File: config.mk
export PLATFORM = sky130hd
export DESIGN_NAME = some_module
export DESIGN_NICKNAME = d
export VERILOG_FILES = /design/src/rtl/some_module.sv
export SDC_FILE = /design/constraint.sdc
export NUM_CORES = 1
export LEC_CHECK = 0
export ABC_AREA = 1
export CAP_MARGIN = 30
export CORE_MARGIN = 2
export CORE_UTILIZATION = 40
export DETAILED_ROUTE_END_ITERATION = 8
export PLACE_DENSITY = 0.71
export SYNTH_ARGS = -nofsm -noshare
export SYNTH_HDL_FRONTEND = slang
export SYNTH_SLANG_ARGS = --single-unit
File: constraint.sdc
create_clock -name clk -period 1 [get_ports clk]
set_input_delay 0.15 -clock clk [delete_from_list [all_inputs] [get_ports clk]]
set_output_delay 0.15 -clock clk [all_outputs]
set_load 0.1 [all_outputs]
File: src/rtl/some_module.sv
// Event counter with terminal-count compare; one-shot (stop and flag done)
// or auto-reload (wrap to zero) selected by SOME_BIT_PARAM.
module some_module #(
    parameter bit SOME_BIT_PARAM       = 1'b0,
    parameter int SOME_OTHER_INT_PARAM = 16
) (
    input  logic       clk,
    input  logic       rst,
    input  logic       en,
    input  logic       clr,
    output logic [7:0] count,
    output logic       hit,
    output logic       done,
    output logic       missed
);

    // State of the done flag:
    //   done | meaning
    //   0    | counting toward terminal count (always 0 in auto-reload)
    //   1    | one-shot terminal reached; count parked at T, events flag missed
    generate
        if (SOME_OTHER_INT_PARAM < 1 || SOME_OTHER_INT_PARAM > 255) begin : g_bad_term
            $error("some_module: SOME_OTHER_INT_PARAM must be in 1..255");
        end
    endgenerate

    localparam logic [7:0] TERM    = SOME_OTHER_INT_PARAM[7:0];
    localparam logic [7:0] TERM_M1 = TERM - 8'd1;

    always_ff @(posedge clk) begin
        if (rst || clr) begin
            count  <= 8'd0;
            hit    <= 1'b0;
            done   <= 1'b0;
            missed <= 1'b0;
        end else begin
            hit <= 1'b0;
            if (en) begin
                if (done) begin
                    missed <= 1'b1;
                end else if (count == TERM_M1) begin
                    hit <= 1'b1;
                    if (SOME_BIT_PARAM) begin
                        count <= 8'd0;
                    end else begin
                        count <= TERM;
                        done  <= 1'b1;
                    end
                end else begin
                    count <= count + 8'd1;
                end
            end
        end
    end

endmodule

# ---- After elaboration in Yosys (flattened, before gate mapping)
# Index checks and enable logic that the tools add are counted.
dict set report totals {
  regBits 11
  in_bits 4
  elab_cells 15
}
dict set report classes {
  add_sub_neg 1
  n_eq_ne 1
  mux 3
  bitwise 2
  reduce_logical 4
}
# op n
set ops {}
lappend ops {{8-bit by 1-bit adder with 8-bit output (second input constant)} 1}
lappend ops {{8-bit by 4-bit == test with 1-bit output (second input constant)} 1}
lappend ops {{8-bit two-way mux} 1}
lappend ops {{2-bit AND reduction} 2}
lappend ops {{3-bit OR reduction} 1}
lappend ops {{1-bit two-way mux} 2}
lappend ops {{1-bit NOT} 2}
lappend ops {{1-bit logical OR} 1}

# ---- Depth between registers and ports, before layout
# Gate-level depths: netlist of the first run.
dict set report logic_depth {
  ltp_word 3
  mapped_depth 8
  mapped_depth_nobuf 8
}

# ---- Worst setup path before layout of the first run
# Ideal clock, no wire load.
dict set report synth_timing {
  path_kind {register to register}
  from {register count[0]}
  to {register count[0]}
  setup_time_ps 118
  arrival_ps 1760
  required_time_ps 882
  path_slack_ps -879
  stages_incl_launch_ff 9
  cell_sequence {dfxtp_1 -> ha_1 -> inv_1 -> nor2_4 -> nand2_2 -> inv_1 -> nand2_1 -> nand2_1 -> nor2_1}
}
dict set report synth_between {
  elab_chain_cells 2
}
# item line
set synth_rtl {}
lappend synth_rtl {{start, declared} 11} ;# output logic [7:0] count,
lappend synth_rtl {{start signal, assigned} 50} ;# count <= count + 8'd1;
lappend synth_rtl {{8-bit by 1-bit adder with 8-bit output or 8-bit by 4-bit == test with 1-bit output (tied branches)} {50, 41}}
lappend synth_rtl {{8-bit two-way mux *} 41} ;# end else if (count == TERM_M1) begin
# Every way passes the cells marked *; elsewhere a longest branch is shown, timed or not.
# A chain may end at the register's enable or synchronous reset.

# ---- Worst setup path after layout of the first run
# Same ends and word-level chain as after synthesis.

==> flow_metrics.py, run 1 <==
metrics = {
    "synth": {
        "ys_warn_count": 0,
        "synth.distinct_cells": 17,
        "synth_area_um2": 531.8,
        "synth-seq-cells": 11,
        "ys_seq_area_share_pct": 41.41,
        "synth_area_per_cell_um2": 6.997,
        "netlist_instances": 76,
        "synthesis.nets": 81,
    },
    "power": {
        "p_leak_nw": 0.4652,
        "powerDensity_mw_per_mm2": 812.6,
        "vdd_drop_max_mv": 0.6908,
        "power_mw": 0.8663,
    },
    "sta": {
        "clock.fmax_mhz": 897.5,
        "tns_ns": -0.8642,
        "max-slew-margin-rel_pct": 82.52,
        "rsz0062_at_grt": "true",
        "setup_viol": 13,
        "slew_viol_final": 0,
        "finClkSkew_ns": 0.005004,
        "hold_ws_ns": 0.3149,
        "tightest_slew_ns": 0.2608,
        "finalCritPeriodShare_pct": 111.4,
        "fin_ws_ns": -0.1142,
        "finalHoldViolCount": 0,
        "period_needed_ns": 1.114,
    },
    "routing": {
        "drt_iter0_drc": 11,
        "dr.pass1.iters": 3,
        "post_drt_via_cell_ratio": 4.722,
        "post_drt_wl_per_cell_um": 11.37,
        "drc_errors": 0,
        "vias": 595,
        "antenna_left": 0,
        "wl_um": 1432,
    },
    "critical_path": {
        "critPathLaunchType": "register",
        "end_kind": "register",
        "timing.rr.end": "count[0]",
        "ff2ff_path_depth": 8,
        "worstPathRequired_ns": 1.18,
        "worstPathMaxFanout": 4,
        "crit_arrival_ns": 1.29,
        "r2r-start": "count[0]",
        "criticalPathCategory": "register to register",
        "reg2reg_slack_ns": -0.11,
    },
    "global_routing": {
        "grt_max_degree": 8,
        "gr-total-overflow": 0,
        "grt_antenna_before_repair": 0,
        "grtUsageTotal_pct": 22.23,
        "grt_pass1_vias": 516,
        "grt_pass1_wl_um": 2249,
    },
    "floorplanning": {
        "core_mm2": 0.001269,
        "ios": 15,
        "die_y_um": 40.46,
        "num_rows": 13,
        "initial_core_util_pct": 41.91,
        "dieArea_mm2": 0.001637,
        "fp.dieW_um": 40.46,
    },
    "status": {
        "violations": "setup timing",
        "status": "complete, but fails checks",
    },
    "clock_network": {
        "cts_hold_buffers": 0,
        "cts_num_sinks": 11,
        "ctsHtreeMaxLevel": 1,
        "clkLatencyLatePin_ns": 0.28,
        "clkSlewWorstSetupHoldPaths_ns": 0.08,
        "cts_tree": "done",
        "numCtsBuffers": 3,
        "ctsLongestPathBuffers": 2,
        "root_buffer": "clkbuf_4",
    },
    "finish": {
        "utilization_pct": 84.02,
        "diodes": 0,
        "layout_common_cells": "nand2_1, buf_4, nor2_1",
        "mostFrequentLayoutCell": "nand2_1",
        "nFillCells": 67,
        "layout.cells.non_filler": 126,
        "fin_nets": 117,
        "drive_above_1_share_pct": 54.95,
        "areaGrowthSynthToFinish_pct": 100.5,
    },
    "worst_hold_path": {
        "hp-start": "en",
        "hold_path_end": "done",
        "hold_path_depth": 5,
        "hold_class": "input pin to register",
    },
    "placed_design": {
        "port_buffers": 14,
        "place.gp.congestion": 0.8596,
        "dp.cells": 114,
        "place_hpwl_um": 980.5,
    },
    "job": {
        "max_cap_violations": 0,
    },
}
-- area by class of cell --
cell class                 count  area, µm²  area share (%)
timing repair buffer          31      395.4           37.09
multi-input combinational     53      319.1           29.93
sequential                    11      256.5           24.06
inverter                      12      50.05           4.695
clock buffer                   4      26.28           2.465
tap                           15      18.77           1.761
-- timing repair --
action / CTS / global route
setup buffers: 4 / 4
resized for setup: 11 / 7
pin swaps: 3 / 2
setup endpoints to repair: 12 / 19
-- worst max path at each step --
stage                     slack (ns)  cells past startpoint     start       end
after floorplan                -0.24                      8  count[0]  count[0]
after global placement         -0.27                      6        en  count[5]
final                          -0.11                      8  count[0]  count[0]
after detailed placement       -0.33                      8        en  count[0]
after global routing           -0.16                      8  count[0]  count[0]
after CTS                      -0.10                      2  count[0]  count[0]
-- routing by layer --
layer	global-route usage, %	up-vias	share of wire [%]
li1	-	301	-
met1	25.58	280	42
met2	34.13	10	51
met3	9.444	4	3.6
met4	12.50	0	2.9
met5	0	-	0
-- cells by family (layout without fill, tap and decap cells) --
kind of cell | after synthesis | after routing | share of synthesized area (%)
AND/OR/NAND/NOR | 45 | 45 | 38.59
buffers and inverters | 12 | 47 | 8.472
flip-flops | 11 | 11 | 41.41
AO/OA/AOI/OAI | 4 | 4 | 4.235
adder cells (fa/ha/maj) | 1 | 1 | 2.353
XOR/XNOR | 3 | 3 | 4.942
-- power by group --
part | internal, mW | switching, mW | leakage, nW
clock network | 0.155 | 0.167 | 0.0150
logic | 0.0549 | 0.0632 | 0.353
registers | 0.420 | 0.00616 | 0.0970
total | 0.630 | 0.237 | 0.465
-- cell usage after synthesis (all sizes together) --
cell type | instances | share of area, %
nand2 | 23 | 18
o21bai | 1 | 1.4
nor2 | 16 | 14
inv | 12 | 8.5
a21oi | 1 | 0.94
nand3 | 4 | 4.7
xor2 | 2 | 3.3
dfxtp | 11 | 41
o21ai | 2 | 1.9
xnor2 | 1 | 1.6
nor3 | 1 | 0.94
nand4 | 1 | 1.2
ha | 1 | 2.4
-- flip-flops by register name (all words and copies together), names as in the netlist --
name / count
hit: 1
done: 1
missed: 1
count: 8
-- worst max-delay path, cell delays in order (launching register included) --
cell and delay, ns:
dfxtp_4 0.38, ha_4 0.15, inv_4 0.04, nor2_4 0.11, nand2_2 0.08, inv_2 0.07
nand2_4 0.05, nand2_2 0.08, nor2_1 0.04
-- per-stage QoR --
step / cell area [µm²] / setup slack, ns
finish: 1066 / -0.1142
global route: 1066 / -0.1563
CTS: 1011 / -0.1038
detailed placement: 917.1 / -0.3270
global placement: 917.1 / -0.2658
floorplan: 580.6 / -0.2405
Power figures use the tool's default switching activity.
==> run 2, diff against run 1 <==
==> constraint.sdc (replaced) <==
create_clock -name clk -period 1 [get_ports clk]
set_input_delay 0.2 -clock clk [delete_from_list [all_inputs] [get_ports clk]]
set_output_delay 0.2 -clock clk [all_outputs]
set_load 0.1 [all_outputs]
==> run 2 against run 1 <==
Against the previous run: the flow still finishes with violations (setup timing); clock skew down 0.0046 ns; sequential power about the same; critical path depth decreased by 6; register-to-register slack hardly changed; critical endpoint is now count[1]; highest routed layer unchanged.
==> flow_metrics.py, run 2 (synthesis gave the netlist of run 1 again) <==
metrics = {
    "status": {
        "status": "complete, but fails checks",
        "violations": "setup timing",
    },
    "finish": {
        "layout_common_cells": "nand2_1, nor2_1, buf_12",
        "fin_area_mm2": 0.001030,
        "mostFrequentLayoutCell": "nand2_1",
        "layout.cells.non_filler": 123,
        "top_register": "count",
        "drive_above_1_share_pct": 50.93,
        "areaGrowthSynthToFinish_pct": 93.65,
        "utilization_pct": 81.16,
        "largest_reg_flops": 8,
        "fin_nets": 114,
        "diodes": 0,
    },
    "floorplanning": {
        "fp.dieW_um": 40.46,
        "initial_core_util_pct": 41.91,
        "core_mm2": 0.001269,
        "ios": 15,
        "num_rows": 13,
        "dieArea_mm2": 0.001637,
        "die_y_um": 40.46,
    },
    "sta": {
        "period_needed_ns": 1.118,
        "tns_ns": -1.188,
        "clock.fmax_mhz": 894.3,
        "finalCritPeriodShare_pct": 111.8,
        "tightest_slew_ns": 0.2405,
        "setup_viol": 18,
        "rsz0062_at_grt": "true",
        "finClkSkew_ns": 0.0004521,
        "hold_ws_ns": 0.5110,
        "fin_ws_ns": -0.1181,
        "slew_viol_final": 0,
        "max-slew-margin-rel_pct": 83.96,
        "finalHoldViolCount": 0,
    },
    "clock_network": {
        "root_buffer": "clkbuf_4",
        "clkLatencyLatePin_ns": 0.28,
        "numCtsBuffers": 3,
        "clkSlewWorstSetupHoldPaths_ns": 0.07,
        "cts_hold_buffers": 0,
        "cts_num_sinks": 11,
        "ctsHtreeMaxLevel": 1,
        "ctsLongestPathBuffers": 2,
        "cts_tree": "done",
    },
    "critical_path": {
        "criticalPathCategory": "register to primary output",
        "reg2reg_slack_ns": -0.11,
        "critPathLaunchType": "register",
        "crit_arrival_ns": 0.92,
        "timing.rr.end": "count[0]",
        "worstPathMaxFanout": 3,
        "ff2ff_path_depth": 8,
        "worstPathRequired_ns": 0.80,
        "end_kind": "primary output",
        "r2r-start": "count[1]",
    },
    "global_routing": {
        "grt_pass1_wl_um": 2387,
        "grtUsageTotal_pct": 23.20,
        "gr-total-overflow": 0,
        "grt_max_degree": 8,
        "grt_pass1_vias": 580,
        "grt_antenna_before_repair": 0,
    },
    "routing": {
        "post_drt_via_cell_ratio": 4.756,
        "drt_iter0_drc": 6,
        "antenna_left": 0,
        "dr.pass1.iters": 4,
        "wl_um": 1467,
        "drc_errors": 0,
        "post_drt_wl_per_cell_um": 11.93,
        "vias": 585,
    },
    "placed_design": {
        "post-place-ws_ns": -0.4023,
        "place_hpwl_um": 1064,
        "port_buffers": 14,
        "dp.cells": 113,
        "place.gp.congestion": 0.8520,
        "dpl_cell_area_um2": 909.6,
    },
    "worst_hold_path": {
        "hold_class": "register to register",
        "hold_path_end": "missed",
        "hp-start": "missed",
        "hold_path_depth": 2,
    },
    "power": {
        "power_mw": 0.8634,
        "p_leak_nw": 0.4431,
        "vdd_drop_max_mv": 0.5751,
        "powerDensity_mw_per_mm2": 838.5,
    },
    "job": {
        "max_cap_violations": 0,
    },
}
[run 2: power by group]
part / switching, mW / internal [mW] / total (mW)
Clock: 0.169 / 0.155 / 0.324
Sequential: 0.00593 / 0.420 / 0.426
Combinational: 0.0625 / 0.0515 / 0.114
[run 2: worst max path at each step]
stage / depth (start not counted) / to / startpoint
global route: 8 / count[3] / count[1]
detailed placement: 8 / count[0] / en
floorplan: 8 / count[0] / count[0]
finish: 2 / count[1] / count[1]
CTS: 2 / count[1] / count[1]
global placement: 6 / count[5] / en
[run 2: final cells by class]
type,count,area (µm²)
Timing Repair Buffer,28,376.6
Multi-Input combinational cell,53,301.5
Sequential cell,11,256.5
Fill cell,73,239.0
Inverter,12,50.05
Clock buffer,4,26.28
Tap cell,15,18.77
[run 2: critical path, stage by stage, from the launching register on]
cell	delay (ns)
dfxtp_4	0.38
buf_6	0.10
buf_12	0.16
[run 2: routing by layer]
| layer | GRT usage [%] | part of all wire, % | routed length [µm] | vias up |
|---|---|---|---|---|
| met4 | 13.33 | 2.2 | 33 | 0 |
| met1 | 24.08 | 40 | 583 | 271 |
| met3 | 10.56 | 4.4 | 65 | 5 |
| met5 | 0 | 0 | 0 | - |
| li1 | - | - | - | 294 |
| met2 | 38.10 | 54 | 785 | 15 |
[run 2: what timing repair did]
action                     in CTS  in global routing
resized for setup              14                  2
pin swaps                       4                  2
buffers inserted                6                  0
setup endpoints to repair      20                 21
==> run 3, diff against run 2 <==
CORE_AREA = 2 2 39 41   (was default)
CORE_MARGIN = default   (was 2)
CORE_UTILIZATION = default   (was 40)
CTS_BUF_LIST = sky130_fd_sc_hd__clkbuf_4 sky130_fd_sc_hd__clkbuf_8   (was default)
DIE_AREA = 0 0 41 43   (was default)
GPL_ROUTABILITY_DRIVEN = 0   (was default)
==> run 3 against run 2 <==
Against the previous run: the flow still finishes with violations (setup timing); critical path type unchanged; clock power increased by 8.6%; critical path depth unchanged; sequential cell count unchanged; critical endpoint is now count[0]; largest cell class unchanged.
==> flow_metrics.py, run 3 (synthesis gave the netlist of run 1 again) <==
metrics = {
    "critical_path": {
        "worstPathMaxFanout": 3,
        "worstPathRequired_ns": 0.80,
        "end_kind": "primary output",
        "crit_arrival_ns": 0.94,
        "timing.rr.end": "count[0]",
        "path_buf_inv": 2,
        "critPathLaunchType": "register",
        "r2r-start": "count[0]",
        "cp_top_family": "flip-flops",
        "timing.critical_path.cells": "buf_6 > buf_12",
        "reg2reg_slack_ns": -0.08,
        "cpPeakStageDelay_ns": 0.38,
        "criticalPathCategory": "register to primary output",
        "cp_slowest_cell": "dfxtp_4",
        "ff2ff_path_depth": 8,
    },
    "finish": {
        "diodes": 0,
        "drive_above_1_share_pct": 53.64,
        "layout_common_cells": "nand2_1, nor2_1, buf_12",
        "seq_area_um2": 256.5,
        "top_register": "count",
        "fin_nets": 116,
        "multiInputGateArea_um2": 305.3,
        "mostFrequentLayoutCell": "nand2_1",
        "nFillCells": 85,
        "largest_reg_flops": 8,
        "areaGrowthSynthToFinish_pct": 97.65,
    },
    "sta": {
        "setup_viol": 17,
        "max-slew-margin-rel_pct": 82.72,
        "rsz0062_at_grt": "true",
        "clock.fmax_mhz": 880.7,
        "finalHoldViolCount": 0,
        "tightest_slew_ns": 0.2589,
        "fin_ws_ns": -0.1354,
        "finalCritPeriodShare_pct": 113.5,
        "slew_viol_final": 0,
        "period_needed_ns": 1.135,
        "finClkSkew_ns": 0.006386,
    },
    "routing": {
        "drt_iter0_drc": 23,
        "dr.pass1.iters": 4,
        "drc_errors": 0,
        "vias": 612,
        "wl_um": 1531,
        "post_drt_wl_per_cell_um": 12.15,
        "antenna_left": 0,
        "post_drt_via_cell_ratio": 4.857,
    },
    "global_routing": {
        "gr-total-overflow": 0,
        "grt_max_degree": 8,
        "grt_pass1_vias": 563,
        "grt_pass1_wl_um": 2208,
        "grtUsageTotal_pct": 18.20,
        "grt_antenna_before_repair": 0,
    },
    "job": {
        "max_cap_violations": 0,
    },
    "clock_network": {
        "cts_tree": "done",
        "ctsHtreeMaxLevel": 1,
        "numCtsBuffers": 3,
        "cts_num_sinks": 11,
        "clkSlewWorstSetupHoldPaths_ns": 0.08,
        "clkLatencyLatePin_ns": 0.28,
        "root_buffer": "clkbuf_4",
        "ctsLongestPathBuffers": 2,
    },
    "power": {
        "p_leak_nw": 0.4616,
        "powerDensity_mw_per_mm2": 849.5,
        "power_mw": 0.8928,
        "vdd_drop_max_mv": 0.6225,
    },
    "floorplanning": {
        "fp.dieW_um": 41,
        "die_y_um": 43,
        "core_mm2": 0.001384,
        "initial_core_util_pct": 38.43,
        "dieArea_mm2": 0.001763,
        "ios": 15,
        "num_rows": 14,
    },
    "status": {
        "violations": "setup timing",
        "status": "complete, but fails checks",
    },
    "worst_hold_path": {
        "hp-start": "missed",
        "hold_path_end": "missed",
        "hold_class": "register to register",
        "hold_path_depth": 2,
    },
    "placed_design": {
        "port_buffers": 14,
        "post-place-ws_ns": -0.4451,
        "place_hpwl_um": 974.9,
    },
}
==> run 3: changes by cell type in the layout (fill, tap and decap cells not counted), sizes merged <==
cell / before / now
buf: 25 / 27
==> run 3: worst min-delay path, stage by stage, from the launching register on <==
cell and delay (ns):
dfxtp_2 0.36, o21ai_0 0.09, inv_1 0.04
==> run 3: per-layer routing <==
metal	vias up	wire, µm	global-route usage (%)
met3	4	69	3.665
met5	-	0	0
met2	27	806	27.19
met4	0	29	9.333
li1	300	-	-
met1	281	625	23.68
==> run 3: timing repair <==
action                                 CTS  global route
setup buffers                            5             3
endpoints found under the hold margin    0             0
setup endpoints to repair               19            20
pin swaps                                0             4
hold buffers                             0             0
gates resized for setup                  7            10
==> run 3: how the worst max path moves through the flow <==
stage | cells after the start | slack, ns | start | endpoint
after floorplan | 8 | -0.24 | count[0] | count[0]
after global placement | 8 | -0.39 | en | count[0]
after detailed placement | 8 | -0.45 | en | count[0]
after CTS | 2 | -0.12 | count[0] | count[0]
after global routing | 8 | -0.15 | count[1] | count[0]
final | 2 | -0.14 | count[0] | count[0]
==> run 3: per-stage QoR <==
stage | setup TNS, ns | hold slack [ns] | cell area (µm²) | util [%] | instances
2_1_floorplan | -1.585 | 0.3789 | 580.6 | - | 76
3_3_place_gp | -3.147 | 0.4921 | 910.9 | 65.82 | 114
3_5_place_dp | -3.660 | 0.4940 | 910.9 | 65.82 | 114
4_1_cts | -0.9805 | 0.4873 | 999.7 | 72.24 | 123
5_1_grt | -1.800 | 0.5489 | 1051 | 75.95 | 126
6_report | -1.128 | 0.5096 | 1051 | 75.95 | 126
==> run 3: layout make-up <==
| type | instances | share of cell area, % |
|---|---|---|
| sequential | 11 | 24.40 |
| clock buffer | 4 | 2.857 |
| tap | 16 | 1.905 |
| timing repair buffer | 30 | 37.26 |
| multi-input combinational | 53 | 29.05 |
| inverter | 12 | 4.524 |
==> run 3: where the power goes <==
group          switching [mW]  total [mW]  internal [mW]  leakage, nW
Clock                   0.170       0.352          0.182       0.0184
Combinational          0.0643       0.115         0.0504        0.346
Sequential            0.00595       0.426          0.420       0.0970
Total                   0.241       0.893          0.652        0.462
